==> src/rtl/banner_scan_ctrl_if.sv <==
// Control, char-write and display-side signals of the banner scanner.
// The slave modport is the scanner; the master modport is its driver.
interface banner_scan_ctrl_if #(
    parameter int MAX_CHARS = 16
) ();
    localparam int AW = $clog2(MAX_CHARS);

    logic          start;
    logic          stop;
    logic          loop_en;
    logic [AW:0]   msg_len;
    logic          wr_en;
    logic [AW-1:0] wr_addr;
    logic [4:0]    wr_char;
    logic [4:0]    lines;
    logic          col_strobe;
    logic          busy;
    logic          done;

    modport master (
        output start, stop, loop_en, msg_len, wr_en, wr_addr, wr_char,
        input  lines, col_strobe, busy, done
    );

    modport slave (
        input  start, stop, loop_en, msg_len, wr_en, wr_addr, wr_char,
        output lines, col_strobe, busy, done
    );
endinterface

==> src/rtl/banner_scan_ctrl.sv <==
// 5-line dot-matrix banner sequencer: scans buffered chars out column by
// column (4 glyph columns + 1 blank gap), each held for COL_TICKS clocks.
module banner_scan_ctrl #(
    parameter int MAX_CHARS = 16,
    parameter int COL_TICKS = 4,
    parameter int CHAR_W    = 4
) (
    input logic clk,
    input logic rst_n,
    banner_scan_ctrl_if.slave bus
);
    localparam int AW = $clog2(MAX_CHARS);
    localparam int TW = (COL_TICKS > 1) ? $clog2(COL_TICKS) : 1;
    localparam logic [TW-1:0] LAST_TICK = TW'(COL_TICKS - 1);
    localparam logic [1:0]    LAST_COL  = 2'(CHAR_W - 1);
    localparam logic [AW:0]   CAP       = (AW+1)'(MAX_CHARS);

    typedef enum logic [1:0] {IDLE, SCAN, GAP} state_t;

    state_t        state, state_n;
    logic [TW-1:0] tick, tick_n;
    logic [1:0]    col, col_n;
    logic [AW-1:0] idx, idx_n;
    logic [AW:0]   len, len_n;
    logic          strobe_n, done_n;
    logic [4:0]    cbuf [MAX_CHARS];

    // Glyph columns packed col0 in [19:15] .. col3 in [4:0], MSB = top line.
    function automatic logic [4:0] font(input logic [4:0] code, input logic [1:0] c);
        logic [19:0] g;
        g = '0;
        case (code)
            5'd1:  g = 20'b01111_10100_10100_01111;
            5'd2:  g = 20'b11111_10101_10101_01010;
            5'd3:  g = 20'b01110_10001_10001_10001;
            5'd4:  g = 20'b11111_10001_10001_01110;
            5'd5:  g = 20'b11111_10101_10101_10001;
            5'd6:  g = 20'b11111_10100_10100_10000;
            5'd7:  g = 20'b01110_10001_10101_10111;
            5'd8:  g = 20'b11111_00100_00100_11111;
            5'd9:  g = 20'b00000_10001_11111_10001;
            5'd10: g = 20'b00010_00001_00001_11110;
            5'd11: g = 20'b11111_00100_01010_10001;
            5'd12: g = 20'b11111_00001_00001_00001;
            5'd13: g = 20'b11111_01000_01000_11111;
            5'd14: g = 20'b11111_01000_00100_11111;
            5'd15: g = 20'b01110_10001_10001_01110;
            5'd16: g = 20'b11111_10100_10100_01000;
            5'd17: g = 20'b01110_10001_10011_01111;
            5'd18: g = 20'b11111_10100_10110_01001;
            5'd19: g = 20'b11101_10101_10101_10111;
            5'd20: g = 20'b10000_11111_10000_10000;
            5'd21: g = 20'b11110_00001_00001_11110;
            5'd22: g = 20'b11100_00011_00011_11100;
            5'd23: g = 20'b11111_00010_00010_11111;
            5'd24: g = 20'b11011_00100_00100_11011;
            5'd25: g = 20'b11000_00111_00111_11000;
            5'd26: g = 20'b10011_10101_11001_10001;
            default: g = '0;
        endcase
        case (c)
            2'd0:    font = g[19:15];
            2'd1:    font = g[14:10];
            2'd2:    font = g[9:5];
            default: font = g[4:0];
        endcase
    endfunction

    always_comb begin
        state_n  = state;
        tick_n   = tick;
        col_n    = col;
        idx_n    = idx;
        len_n    = len;
        strobe_n = 1'b0;
        done_n   = 1'b0;
        case (state)
            IDLE: if (bus.start && bus.msg_len != '0) begin
                state_n  = SCAN;
                tick_n   = '0;
                col_n    = '0;
                idx_n    = '0;
                len_n    = (bus.msg_len > CAP) ? CAP : bus.msg_len;
                strobe_n = 1'b1;
            end
            SCAN: if (tick == LAST_TICK) begin
                tick_n   = '0;
                strobe_n = 1'b1;
                if (col == LAST_COL) state_n = GAP;
                else                 col_n   = col + 2'd1;
            end else begin
                tick_n = tick + TW'(1);
            end
            GAP: if (tick == LAST_TICK) begin
                tick_n = '0;
                col_n  = '0;
                if ({1'b0, idx} + (AW+1)'(1) < len) begin
                    idx_n    = idx + AW'(1);
                    state_n  = SCAN;
                    strobe_n = 1'b1;
                end else if (bus.loop_en) begin
                    idx_n    = '0;
                    state_n  = SCAN;
                    strobe_n = 1'b1;
                end else begin
                    state_n = IDLE;
                    done_n  = 1'b1;
                end
            end else begin
                tick_n = tick + TW'(1);
            end
            default: state_n = IDLE;
        endcase
        // Abort overrides everything, including a same-cycle start.
        if (bus.stop) begin
            state_n  = IDLE;
            tick_n   = '0;
            col_n    = '0;
            idx_n    = '0;
            strobe_n = 1'b0;
            done_n   = 1'b0;
        end
    end

    always_ff @(posedge clk) begin
        if (!rst_n) begin
            state          <= IDLE;
            tick           <= '0;
            col            <= '0;
            idx            <= '0;
            len            <= '0;
            bus.lines      <= '0;
            bus.col_strobe <= 1'b0;
            bus.busy       <= 1'b0;
            bus.done       <= 1'b0;
            for (int i = 0; i < MAX_CHARS; i++) cbuf[i] <= '0;
        end else begin
            state          <= state_n;
            tick           <= tick_n;
            col            <= col_n;
            idx            <= idx_n;
            len            <= len_n;
            // Lines read the pre-write buffer, so a write shows up one cycle later.
            bus.lines      <= (state_n == SCAN) ? font(cbuf[idx_n], col_n) : 5'd0;
            bus.col_strobe <= strobe_n;
            bus.busy       <= (state_n != IDLE);
            bus.done       <= done_n;
            if (bus.wr_en && {1'b0, bus.wr_addr} < CAP) cbuf[bus.wr_addr] <= bus.wr_char;
        end
    end
endmodule

==> src/flat_wrapper.sv <==
// flat-port wrapper written by rule: the top's interface ports become plain ports
module banner_scan_ctrl_flat 
#(
    parameter int MAX_CHARS = 16,
    parameter int COL_TICKS = 4,
    parameter int CHAR_W    = 4
)
  (clk, rst_n, bus_start, bus_stop, bus_loop_en, bus_msg_len, bus_wr_en, bus_wr_addr, bus_wr_char, bus_lines, bus_col_strobe, bus_busy, bus_done);
  banner_scan_ctrl_if #(.MAX_CHARS(MAX_CHARS)) bus_i ();
  input logic clk;
  input logic rst_n;
  input wire logic [$bits(bus_i.start)-1:0] bus_start;
  input wire logic [$bits(bus_i.stop)-1:0] bus_stop;
  input wire logic [$bits(bus_i.loop_en)-1:0] bus_loop_en;
  input wire logic [$bits(bus_i.msg_len)-1:0] bus_msg_len;
  input wire logic [$bits(bus_i.wr_en)-1:0] bus_wr_en;
  input wire logic [$bits(bus_i.wr_addr)-1:0] bus_wr_addr;
  input wire logic [$bits(bus_i.wr_char)-1:0] bus_wr_char;
  output wire logic [$bits(bus_i.lines)-1:0] bus_lines;
  output wire logic [$bits(bus_i.col_strobe)-1:0] bus_col_strobe;
  output wire logic [$bits(bus_i.busy)-1:0] bus_busy;
  output wire logic [$bits(bus_i.done)-1:0] bus_done;
  assign bus_i.start = bus_start;
  assign bus_i.stop = bus_stop;
  assign bus_i.loop_en = bus_loop_en;
  assign bus_i.msg_len = bus_msg_len;
  assign bus_i.wr_en = bus_wr_en;
  assign bus_i.wr_addr = bus_wr_addr;
  assign bus_i.wr_char = bus_wr_char;
  assign bus_lines = bus_i.lines;
  assign bus_col_strobe = bus_i.col_strobe;
  assign bus_busy = bus_i.busy;
  assign bus_done = bus_i.done;
  banner_scan_ctrl #(.MAX_CHARS(MAX_CHARS), .COL_TICKS(COL_TICKS), .CHAR_W(CHAR_W)) u_core (.clk(clk), .rst_n(rst_n), .bus(bus_i));
endmodule
==> config.mk <==
export PLATFORM = sky130hd
export DESIGN_NAME = banner_scan_ctrl_flat
export DESIGN_NICKNAME = d
export VERILOG_FILES = /design/src/rtl/banner_scan_ctrl_if.sv /design/src/rtl/banner_scan_ctrl.sv /design/src/flat_wrapper.sv
export SDC_FILE = /design/constraint.sdc
export NUM_CORES = 1
export LEC_CHECK = 0
export ABC_CLOCK_PERIOD_IN_PS = 6000
export CELL_PAD_IN_SITES_DETAIL_PLACEMENT = 0
export CELL_PAD_IN_SITES_GLOBAL_PLACEMENT = 2
export CORE_MARGIN = 2
export CORE_UTILIZATION = 40
export DETAILED_ROUTE_END_ITERATION = 16
export GPL_ROUTABILITY_DRIVEN = 0
export PLACE_DENSITY = 0.85
export SLEW_MARGIN = 20
export SYNTH_ARGS = -nofsm -noshare
export SYNTH_HDL_FRONTEND = slang
export SYNTH_SLANG_ARGS = --single-unit
==> constraint.sdc <==
create_clock -name clk -period 6 [get_ports clk]
set_input_delay 1.2 -clock clk [delete_from_list [all_inputs] [get_ports clk]]
set_output_delay 1.2 -clock clk [all_outputs]
set_load 0.005 [all_outputs]
Word level (Yosys, flattened, before mapping)
Memories as Yosys holds them, arrays and structs flattened. Cells that the tools add are included.

Mux-type cells: 39. Bitwise operators: 3. Reduce and logical (&&, ||, !) cells: 13. Magnitude comparators: 2. Eq/ne operators: 8. Add/subtract/negate cells: 4.

Operators with widths (number): two-way mux 2 bit (13); two-way mux 4 bit (6); one-hot mux 5 bit (3 select lines) (1); two-way mux 1 bit (12); one-hot mux 2 bit (3 select lines) (2); two-way mux 5 bit (2); OR reduction 5 bit (2); equality test 2 bit (second input constant) (4); one-hot mux 4 bit (2 select lines) (1); equality test 2 x 1 -> 1 bit (second input constant) (3); AND reduction 2 bit (3); adder 4 x 1 -> 5 bit (second input constant) (1); > comparator 5 bit (second input constant) (1); < comparator 5 bit (1); nonzero test 5 bit (1); adder 2 x 1 -> 2 bit (second input constant) (2); adder 4 x 1 -> 4 bit (second input constant) (1); zero test 2 bit (2); one-hot mux 2 bit (2 select lines) (1); nonzero test 2 bit (2); OR reduction 2 bit (2); NOT 1 bit (3); one-hot mux 1 bit (3 select lines) (1); inequality test 2 x 1 -> 1 bit (second input constant) (1); logical AND 1 bit (1).

Flip-flop bits (word level): 23. Bits in read-only memories: 640. Word-level logic and storage cells: 80. Output and inout bits: 8. RAM bits: 80. Memories: 2.

Memory list: (name not given) (depth 32, bits a word 20, read ports 1, clocked after Yosys merged registers in 0, write ports 0, line banner_scan_ctrl.sv:32) `case (code)`; u_core.cbuf (depth 16, bits a word 5, read ports 1, clocked after Yosys merged registers in 0, write ports 16, line banner_scan_ctrl.sv:26) `logic [4:0] cbuf [MAX_CHARS];`.

Longest topological paths before layout
An unclocked memory read counts as a cell.

Depth in word-level cells: 9. Gate-level depth with buffers: 24. Gate-level depth less buffers: 18.

Worst setup path after synthesis
Ideal clock, no wire load.

Kind: input port to flip-flop. From: input port bus_msg_len[0]. To: register u_core.bus.lines[2]. Stages: 17. Required time: 5.909 ns. Arrival time: 5.035 ns. Path slack: 0.874 ns. Path through: or4_4 > o211ai_4 > and4_1 > a211o_1 > buf_4 > buf_6 > buf_4 > mux2_2 > a221oi_4 > ha_1 > buf_1 > inv_1 > nand3_1 > o21ai_0 > a2111oi_0 > or3_1 > a311oi_1.

Word-level cells in the longest chain between the ends: 8. Elaborated cells on any way between the ends: 19. Those cells by class: 3 x eq/ne; 10 x mux; 4 x reduce/logical; 2 x memory.

Ends and longest elaborated chain: start, declared (line flat_wrapper.sv:15) `input wire logic [$bits(bus_i.msg_len)-1:0] bus_msg_len;`; nonzero test 5 bit * (line banner_scan_ctrl.sv:78) `IDLE: if (bus.start && bus.msg_len != '0) begin`; logical AND 1 bit * (line banner_scan_ctrl.sv:78); two-way mux 4 bit (line banner_scan_ctrl.sv:78); one-hot mux 4 bit (2 select lines) (line banner_scan_ctrl.sv:77) `case (state)`; two-way mux 4 bit (line banner_scan_ctrl.sv:115) `if (bus.stop) begin`; memory (16 x 5 bit); memory (32 x 20 bit); one-hot mux 5 bit (3 select lines) (line banner_scan_ctrl.sv:61) `case (c)`; end signal, assigned (line banner_scan_ctrl.sv:144) `bus.lines <= (state_n == SCAN) ? font(cbuf[idx_n], col_n) : 5'd0;`; end, declared (line banner_scan_ctrl_if.sv:27) `output lines, col_strobe, busy, done`.

Every way passes the cells marked *; elsewhere a longest branch is shown, timed or not. A chain may end at the register's enable or synchronous reset.

Final worst setup path
From: register u_core.idx[0]. To: register u_core.bus.lines[0].

Word-level cells in the longest chain between the ends: 9. Elaborated cells on any way between the ends: 18. Those cells by class: 2 x add/sub; 1 x order compare; 1 x eq/ne; 11 x mux; 1 x reduce/logical; 2 x memory.

Ends and longest elaborated chain: start, declared (line banner_scan_ctrl.sv:23) `logic [AW-1:0] idx, idx_n;`; start signal, assigned (line banner_scan_ctrl.sv:141) `idx <= idx_n;`; adder 4 x 1 -> 5 bit (line banner_scan_ctrl.sv:97) `if ({1'b0, idx} + (AW+1)'(1) < len) begin`; < comparator 5 bit (line banner_scan_ctrl.sv:97); two-way mux 4 bit (line banner_scan_ctrl.sv:97); two-way mux 4 bit (line banner_scan_ctrl.sv:94) `GAP: if (tick == LAST_TICK) begin`; one-hot mux 4 bit (2 select lines) (line banner_scan_ctrl.sv:77); two-way mux 4 bit (line banner_scan_ctrl.sv:115); memory (16 x 5 bit); memory (32 x 20 bit); one-hot mux 5 bit (3 select lines) (line banner_scan_ctrl.sv:61).

Several ways; a longest one is shown, not always the timed one.

==> flow_summary.yaml <==
pwr:
  peakVddDrop_mv: 0.189
  p_per_area_nw_per_um2: 230
  internal-power_uw: 1220
  power_uw: 1680
  clkPwrFrac: 0.376
  pwr-share-comb: 0.135
  p_sw_uw: 454
  pwr-share-seq: 0.488
  sw_frac_of_total: 0.271
  p_leak_uw: 0.00260
clock_tree:
  h-tree-depth: 3
  cts_setup_buffers: 0
  clk_latency_ns: 0.36
  cts.clk_slew.worst_paths_ns: 0.08
  cts_made_buffers: 9
  root_buffer: "clkbuf_16"
  cts.sinks: 103
  cts_tree: "done"
  ctsResizeCount: 0
  clockBufferDepth: 2
  ctsHoldBuffers: 0
synth:
  synthDistinctLibCells: 80
  synth.area.top_cells: "edfxtp_1 (37%), and2_1 (8.9%), dfxtp_1 (7.1%), mux2i_1 (4.5%), nand2_1 (3.5%)"
  synth_top_area_frac: 0.372
  synth_edf_count: 80
  synth_top_family_by_area: "simple AND/OR/NAND/NOR gates"
  synth-xor-area-share: 0.00407
  yosys_warnings: 0
  synth_area_sq_um: 6460
  synthesis.nets: 694
  seq_area_frac_synth: 0.443
  synth_compound_area_frac: 0.185
  syn_avg_cell_area_sq_um: 9.85
  ys.flop_type: "edfxtp_1"
  synth_simple_gate_area_frac: 0.230
  ys_ff_latch: 103
  yosys.area.top_type: "edfxtp_1"
  synthMuxAreaShare: 0.0595
  synth_cells: 656
  synthAdderAreaFrac: 0.0349
  ys_async_sr_fraction: 0
global_route:
  antenna_found_initial: 0
  grt_max_degree: 21
  grt_pass1_wl_um: 27600
  grt_util_all_layers: 0.210
  grt_pass1_vias: 5054
  grt_overflow: 0
  met2_usage: 0.343
  grt_use_met1: 0.279
  top_usage_layer: "met2"
  met3_usage: 0.0394
placement:
  place_area_sq_um: 6960
  port_buffers: 27
  dp_hpwl_um: 12500
outcome:
  outcome: "complete, no violations"
setup_path:
  crit_start: "u_core.idx[0]$_SDFF_PN0_"
  crit_fanout: 11
  cp.required_ns: 6.26
  start_kind: "flop"
  reg2reg_to: "u_core.bus.lines[0]$_SDFF_PN0_"
  critPathKind: "reg2reg"
  rr_worst_depth: 18
  critPathArrivalTime_ns: 5.68
  r2r_setup_slack_ns: 0.58
  critPathCaptureType: "flop"
  reg2reg_from: "u_core.idx[0]$_SDFF_PN0_"
  critPathCapture: "u_core.bus.lines[0]$_SDFF_PN0_"
floorplanning:
  die_y_um: 131
  pin_count: 28
  dieArea_sq_um: 17200
  rows: 46
  core_area_sq_um: 15800
  die_w_um: 131
  start_util: 0.408
routing:
  wl_per_cell_um: 19.1
  num_vias: 5215
  wirelength_um: 17200
  via_per_inst: 5.79
  drt_iter0_drc: 576
  antenna_left: 0
  drcViolationCount: 0
  firstDrtPassIters: 5
timing:
  finalMaxSlewViolations: 0
  clock_skew_ns: 0.00768
  worst_pin_slew_ns: 0.791
  period_share: 0.903
  setup_viol: 0
  period_minus_slack_ns: 5.42
  max_freq_ghz: 0.185
  rsz0062_at_grt: "false"
  fin_tns_setup_ns: 0
  hold_viol: 0
  slew_headroom: 0.459
cells_and_area:
  drive_gt1_frac: 0.0921
  finish.utilization: 0.460
  fillerInstances: 1511
  num_antenna_cells: 0
  nNetsFinal: 717
  area_growth_pct: 12.6
  fin_area_sq_um: 7280
flow_run:
  cap_violations: 0
hold_path:
  min_delay_path_depth: 2
  hold_class: "reg2reg"
-- cells in the mapped netlist, types with 3 or more instances --
| cell | number |
|---|---|
| edfxtp_1 | 80 |
| o2111ai_1 | 3 |
| buf_6 | 6 |
| inv_1 | 17 |
| nor2_1 | 44 |
| a2111oi_0 | 5 |
| a21o_1 | 4 |
| mux2i_1 | 29 |
| nand4_1 | 6 |
| a311oi_1 | 4 |
| o21ai_0 | 37 |
| a21oi_1 | 23 |
| buf_4 | 6 |
| buf_2 | 6 |
| and2_1 | 92 |
| and3_1 | 3 |
| a21boi_0 | 3 |
| clkbuf_1 | 18 |
| a211oi_1 | 7 |
| mux2_2 | 3 |
| a32oi_1 | 4 |
| or2_2 | 3 |
| nand2_1 | 61 |
| a211o_1 | 3 |
| o21a_1 | 4 |
| or3_1 | 7 |
| nand2b_1 | 10 |
| o211a_1 | 4 |
| o31ai_1 | 5 |
| ha_1 | 18 |
| dfxtp_1 | 23 |
| nand3_1 | 19 |
| a31oi_1 | 6 |
| nor3_1 | 13 |
| nor2b_1 | 8 |
| a22oi_1 | 4 |
| o221ai_1 | 3 |
| o211ai_1 | 11 |
-- cells in the final DEF (no fill, tap or decap), types with 5 or more instances in the layout --
| cell type | Yosys | layout |
|---|---|---|
| dfxtp_1 | 23 | 23 |
| ha_1 | 18 | 18 |
| nand3_1 | 19 | 19 |
| buf_4 | 6 | 23 |
| nand2b_1 | 10 | 10 |
| and2_1 | 92 | 92 |
| nand4_1 | 6 | 6 |
| nor2_1 | 44 | 44 |
| clkbuf_16 | 0 | 9 |
| clkdlybuf4s50_1 | 0 | 27 |
| o31ai_1 | 5 | 5 |
| o21ai_0 | 37 | 37 |
| nor3_1 | 13 | 13 |
| nand2_1 | 61 | 61 |
| nor2b_1 | 8 | 8 |
| a211oi_1 | 7 | 7 |
| a31oi_1 | 6 | 6 |
| a21oi_1 | 23 | 23 |
| o211ai_1 | 11 | 11 |
| mux2i_1 | 29 | 29 |
| edfxtp_1 | 80 | 80 |
| or3_1 | 7 | 7 |
| inv_1 | 17 | 17 |
| a2111oi_0 | 5 | 5 |
-- power by group through the flow --
stage / clock network [uW] / logic (uW) / registers [uW]
2_1_floorplan: 0 / 146 / 826
3_3_place_gp: 0 / 224 / 834
3_5_place_dp: 0 / 223 / 835
4_1_cts: 645 / 224 / 818
5_1_grt: 668 / 247 / 822
6_report: 631 / 227 / 819
-- sequential cells by signal, summed over array words and instances (netlist names) --
register and count:
u_core.cbuf 80, u_core.bus.lines 5, u_core.len 5, u_core.idx 4
u_core.col 2, u_core.state 2, u_core.tick 2, u_core.bus.busy 1
u_core.bus.col_strobe 1, u_core.bus.done 1
-- critical path, stage by stage, from the launching register on --
cell       delay (ns)
dfxtp_1          0.62
ha_1             0.31
xor2_1           0.19
ha_1             0.26
a21oi_1          0.16
o21ai_0          0.17
a2111oi_0        0.74
or3b_2           0.31
and2_1           0.35
mux2i_1          0.14
a221oi_1         0.46
a221oi_4         0.08
ha_1             0.48
inv_1            0.14
o211ai_1         0.11
o2111ai_1        0.16
o2111ai_1        0.18
o211ai_1         0.16
a311oi_1         0.28
-- kinds of logic after synthesis --
logic type	count (synthesis)
compound gates	160
buf+inv	56
simple gates	281
fa+ha+maj	18
mux	35
flops	103
xor+xnor	3
-- metal layers --
layer | wire length [um] | share of wire
met1 | 7660 | 0.44
met2 | 8020 | 0.47
met3 | 1050 | 0.061
met4 | 503 | 0.029
met5 | 0 | 0
-- metrics by stage --
stage | hold WS [ns] | instances | setup WS, ns
finish | 0.474 | 900 | 0.583
global route | 0.506 | 900 | 0.153
CTS | 0.479 | 900 | 0.684
detailed placement | 0.465 | 884 | 0.332
global placement | 0.456 | 884 | 0.354
floorplan | 0.441 | 656 | 0.874
-- how the worst min path moves through the flow --
stage | slack [ns] | from | to
floorplan | 0.44 | u_core.len[2]$_SDFFE_PN0P_ | u_core.len[2]$_SDFFE_PN0P_
global placement | 0.46 | u_core.len[2]$_SDFFE_PN0P_ | u_core.len[2]$_SDFFE_PN0P_
detailed placement | 0.46 | u_core.len[2]$_SDFFE_PN0P_ | u_core.len[2]$_SDFFE_PN0P_
CTS | 0.48 | u_core.len[2]$_SDFFE_PN0P_ | u_core.len[2]$_SDFFE_PN0P_
global route | 0.51 | u_core.len[4]$_SDFFE_PN0P_ | u_core.len[4]$_SDFFE_PN0P_
finish | 0.47 | u_core.len[2]$_SDFFE_PN0P_ | u_core.len[2]$_SDFFE_PN0P_
-- layout make-up --
cell class,instances,area (sq um),share of cell area
Timing Repair Buffer,50,443,0.0609
Multi-Input combinational cell,497,3310,0.455
Clock buffer,9,225,0.0309
Sequential cell,103,2860,0.393
Clock inverter,7,95.1,0.0131
Tap cell,216,270,0.0371
Inverter,18,67.6,0.00928
No activity file was read; power rests on OpenSTA's default activity.
==> edit: new RTL, same flow settings <==
`COL_TICKS` is set to 4 in 2 places; all go to 2. Comments in the files are not updated.
--- a/src/rtl/banner_scan_ctrl.sv
+++ b/src/rtl/banner_scan_ctrl.sv
@@ -3,5 +3,5 @@
 module banner_scan_ctrl #(
     parameter int MAX_CHARS = 16,
-    parameter int COL_TICKS = 4,
+    parameter int COL_TICKS = 2,
     parameter int CHAR_W    = 4
 ) (
--- a/src/flat_wrapper.sv
+++ b/src/flat_wrapper.sv
@@ -3,5 +3,5 @@
 #(
     parameter int MAX_CHARS = 16,
-    parameter int COL_TICKS = 4,
+    parameter int COL_TICKS = 2,
     parameter int CHAR_W    = 4
 )
Check against the original RTL: not equivalent (a bounded check fails within 4 cycles, from zero or initial values and one cycle with rst_n low).
==> edit against the original RTL <==
Synthesized area up 0.46%; total power down 7.7%; non-clock buffer count down 2; sequential power down 0.5%; sequential cell count down 1; count of clock-buffer cells in the layout unchanged; cell area down 0.58%; clock power down 14%; worst setup slack worse by 150 ps; first-iteration DRC count down 9.5%; critical path type unchanged; wire length up 3.1%; die area up 0.45%; combinational power down 16%.
==> edit: results (changes against the original RTL) <==
[outcome] run status finished, final reports clean [unchanged]
[synthesis] top cells by count, synth 91 x nand2_1, 86 x and2_1, 80 x edfxtp_1 [was 92 x and2_1, 80 x edfxtp_1, 61 x nand2_1]
[placement] area of placed instances 6970 µm² [was 6960 µm²]
[power] static leakage 0.00257 µW [was 0.00260 µW]
[worst_setup_path] arrival time at the worst endpoint 5820 ps [was 5680 ps]
[detailed_routing] count of TritonRoute iterations in the first routing pass 7 [was 5]
[synthesis] fraction of the yosys area taken by sequential cells 0.438 [was 0.443]
[power] total power divided by cell area 214 nW/µm² [was 230 nW/µm²]
[synthesis] count of distinct cell types in the synthesized netlist 73 [was 80]
[placement] estimated wirelength of the detail-placed design 13200 µm [was 12500 µm]
[global_routing] global-route total usage across every layer 0.208 [was 0.210]
[global_routing] global-route wire length before repair 28100 µm [was 27600 µm]
[worst_setup_path] CP max stage delay 800 ps [was 740 ps]
[final_layout] final-layout fill cell count 1538 [was 1511]
[synthesis] top cells by area, synth edfxtp_1 37%, and2_1 8.3%, dfxtp_1 6.8% [was edfxtp_1 37%, and2_1 8.9%, dfxtp_1 7.1%]
[synthesis] xor/xnor share of the synthesized area 0.00405 [was 0.00407]
[synthesis] number of warnings reported in the yosys synthesis log 0 [unchanged]
[worst_setup_path] biggest fanout along the worst timing path 17 [was 11]
[timing] Post-Route Skew 9.07 ps [was 7.68 ps]
[clocking] Clock Pin Slew Worst Setup and Hold Paths 70 ps
[synthesis] post-synthesis adder-cell area fraction 0.0328 [was 0.0349]
[global_routing] maximum number of pins on one net before global-route repair 24 [was 21]
[synthesis] complex-gate fraction of the synthesized area 0.204 [was 0.185]
[timing] worst relative slew slack 0.338 [was 0.459]
[detailed_routing] detail-routed via count per cell 5.82 [was 5.79]
[synthesis] mux cell area share after synthesis 0.0374 [was 0.0595]
[detailed_routing] Iteration-0 DRC Markers 521 [was 576]
[global_routing] vias in the first global route 5194 [was 5054]
[final_layout] Final nets 747 [was 717]
[worst_setup_path] critical path's slowest cell a21oi_2 [was a2111oi_0]
[detailed_routing] Total Wirelength 17800 µm [was 17200 µm]
[final_layout] proportion of layout cells with a drive suffix above 1 0.0867 [was 0.0921]
[clocking] Num CTS Buffers 9 [unchanged]
[synthesis] Post-Syn Nets 729 [was 694]
[power] worst IR drop on VDD 0.000134 V [was 0.000189 V]
edit: cell types whose count changed after synthesis, sizes merged, moves of 9 or more:
cell    unedited run  this run
a21oi             23        36
mux2i             29        16
nand2             63        91
nor2              45        54
o211ai            13         4
edit: power by group:
| part | switching, µW | total [µW] | internal, µW |
|---|---|---|---|
| registers | 17.7 | 815 | 797 |
| logic | 119 | 191 | 72.3 |
| clock network | 263 | 542 | 279 |
| total | 400 | 1550 | 1150 |
edit: final cells by class:
class / count / share of cell area
Clock inverter: 7 / 0.00553
Multi-Input combinational cell: 527 / 0.462
Inverter: 22 / 0.0114
Sequential cell: 102 / 0.393
Timing Repair Buffer: 48 / 0.0591
Clock buffer: 9 / 0.0311
Tap cell: 216 / 0.0374
edit: final timing paths:
kind            startpoint                  end  slack (ps)  cells after the start
max          u_core.idx[0]  u_core.bus.lines[0]         430                     19
min          u_core.len[1]        u_core.len[1]         460                      2
max reg2reg  u_core.idx[0]  u_core.bus.lines[0]         430                     19
min reg2reg  u_core.len[1]        u_core.len[1]         460                      2
edit: worst max-delay path: cells and delay by family (launching register included):
family          cells  cell delay, ps
flops               1             510
simple gates        2             400
compound gates     12            3180
fa+ha+maj           3             970
buf+inv             2             390
edit: routing by layer:
metal,global-route usage,vias up,wire length [µm]
met5,0,-,0
met4,0.0827,0,481
met3,0.0386,40,1100
met2,0.346,236,8510
met1,0.267,2560,7670
li1,-,2582,-
edit: cell families (layout without fill, tap and decap cells):
group / Yosys count / after routing
and+or+nand+nor: 305 / 305
xor gates and xnor gates: 3 / 3
DFF: 102 / 102
muxes: 23 / 23
adders and majority gates: 17 / 17
buffers and inverters: 63 / 86
AOI/OAI and AO/OA: 179 / 179
edit: stage by stage:
stage	power [µW]	instances	setup WS, ps	hold WS [ps]
2_1_floorplan	943	692	1360	432
3_3_place_gp	1020	915	551	441
3_5_place_dp	1020	915	312	449
4_1_cts	1550	931	511	460
5_1_grt	1610	931	46.6	493
6_report	1550	931	433	461
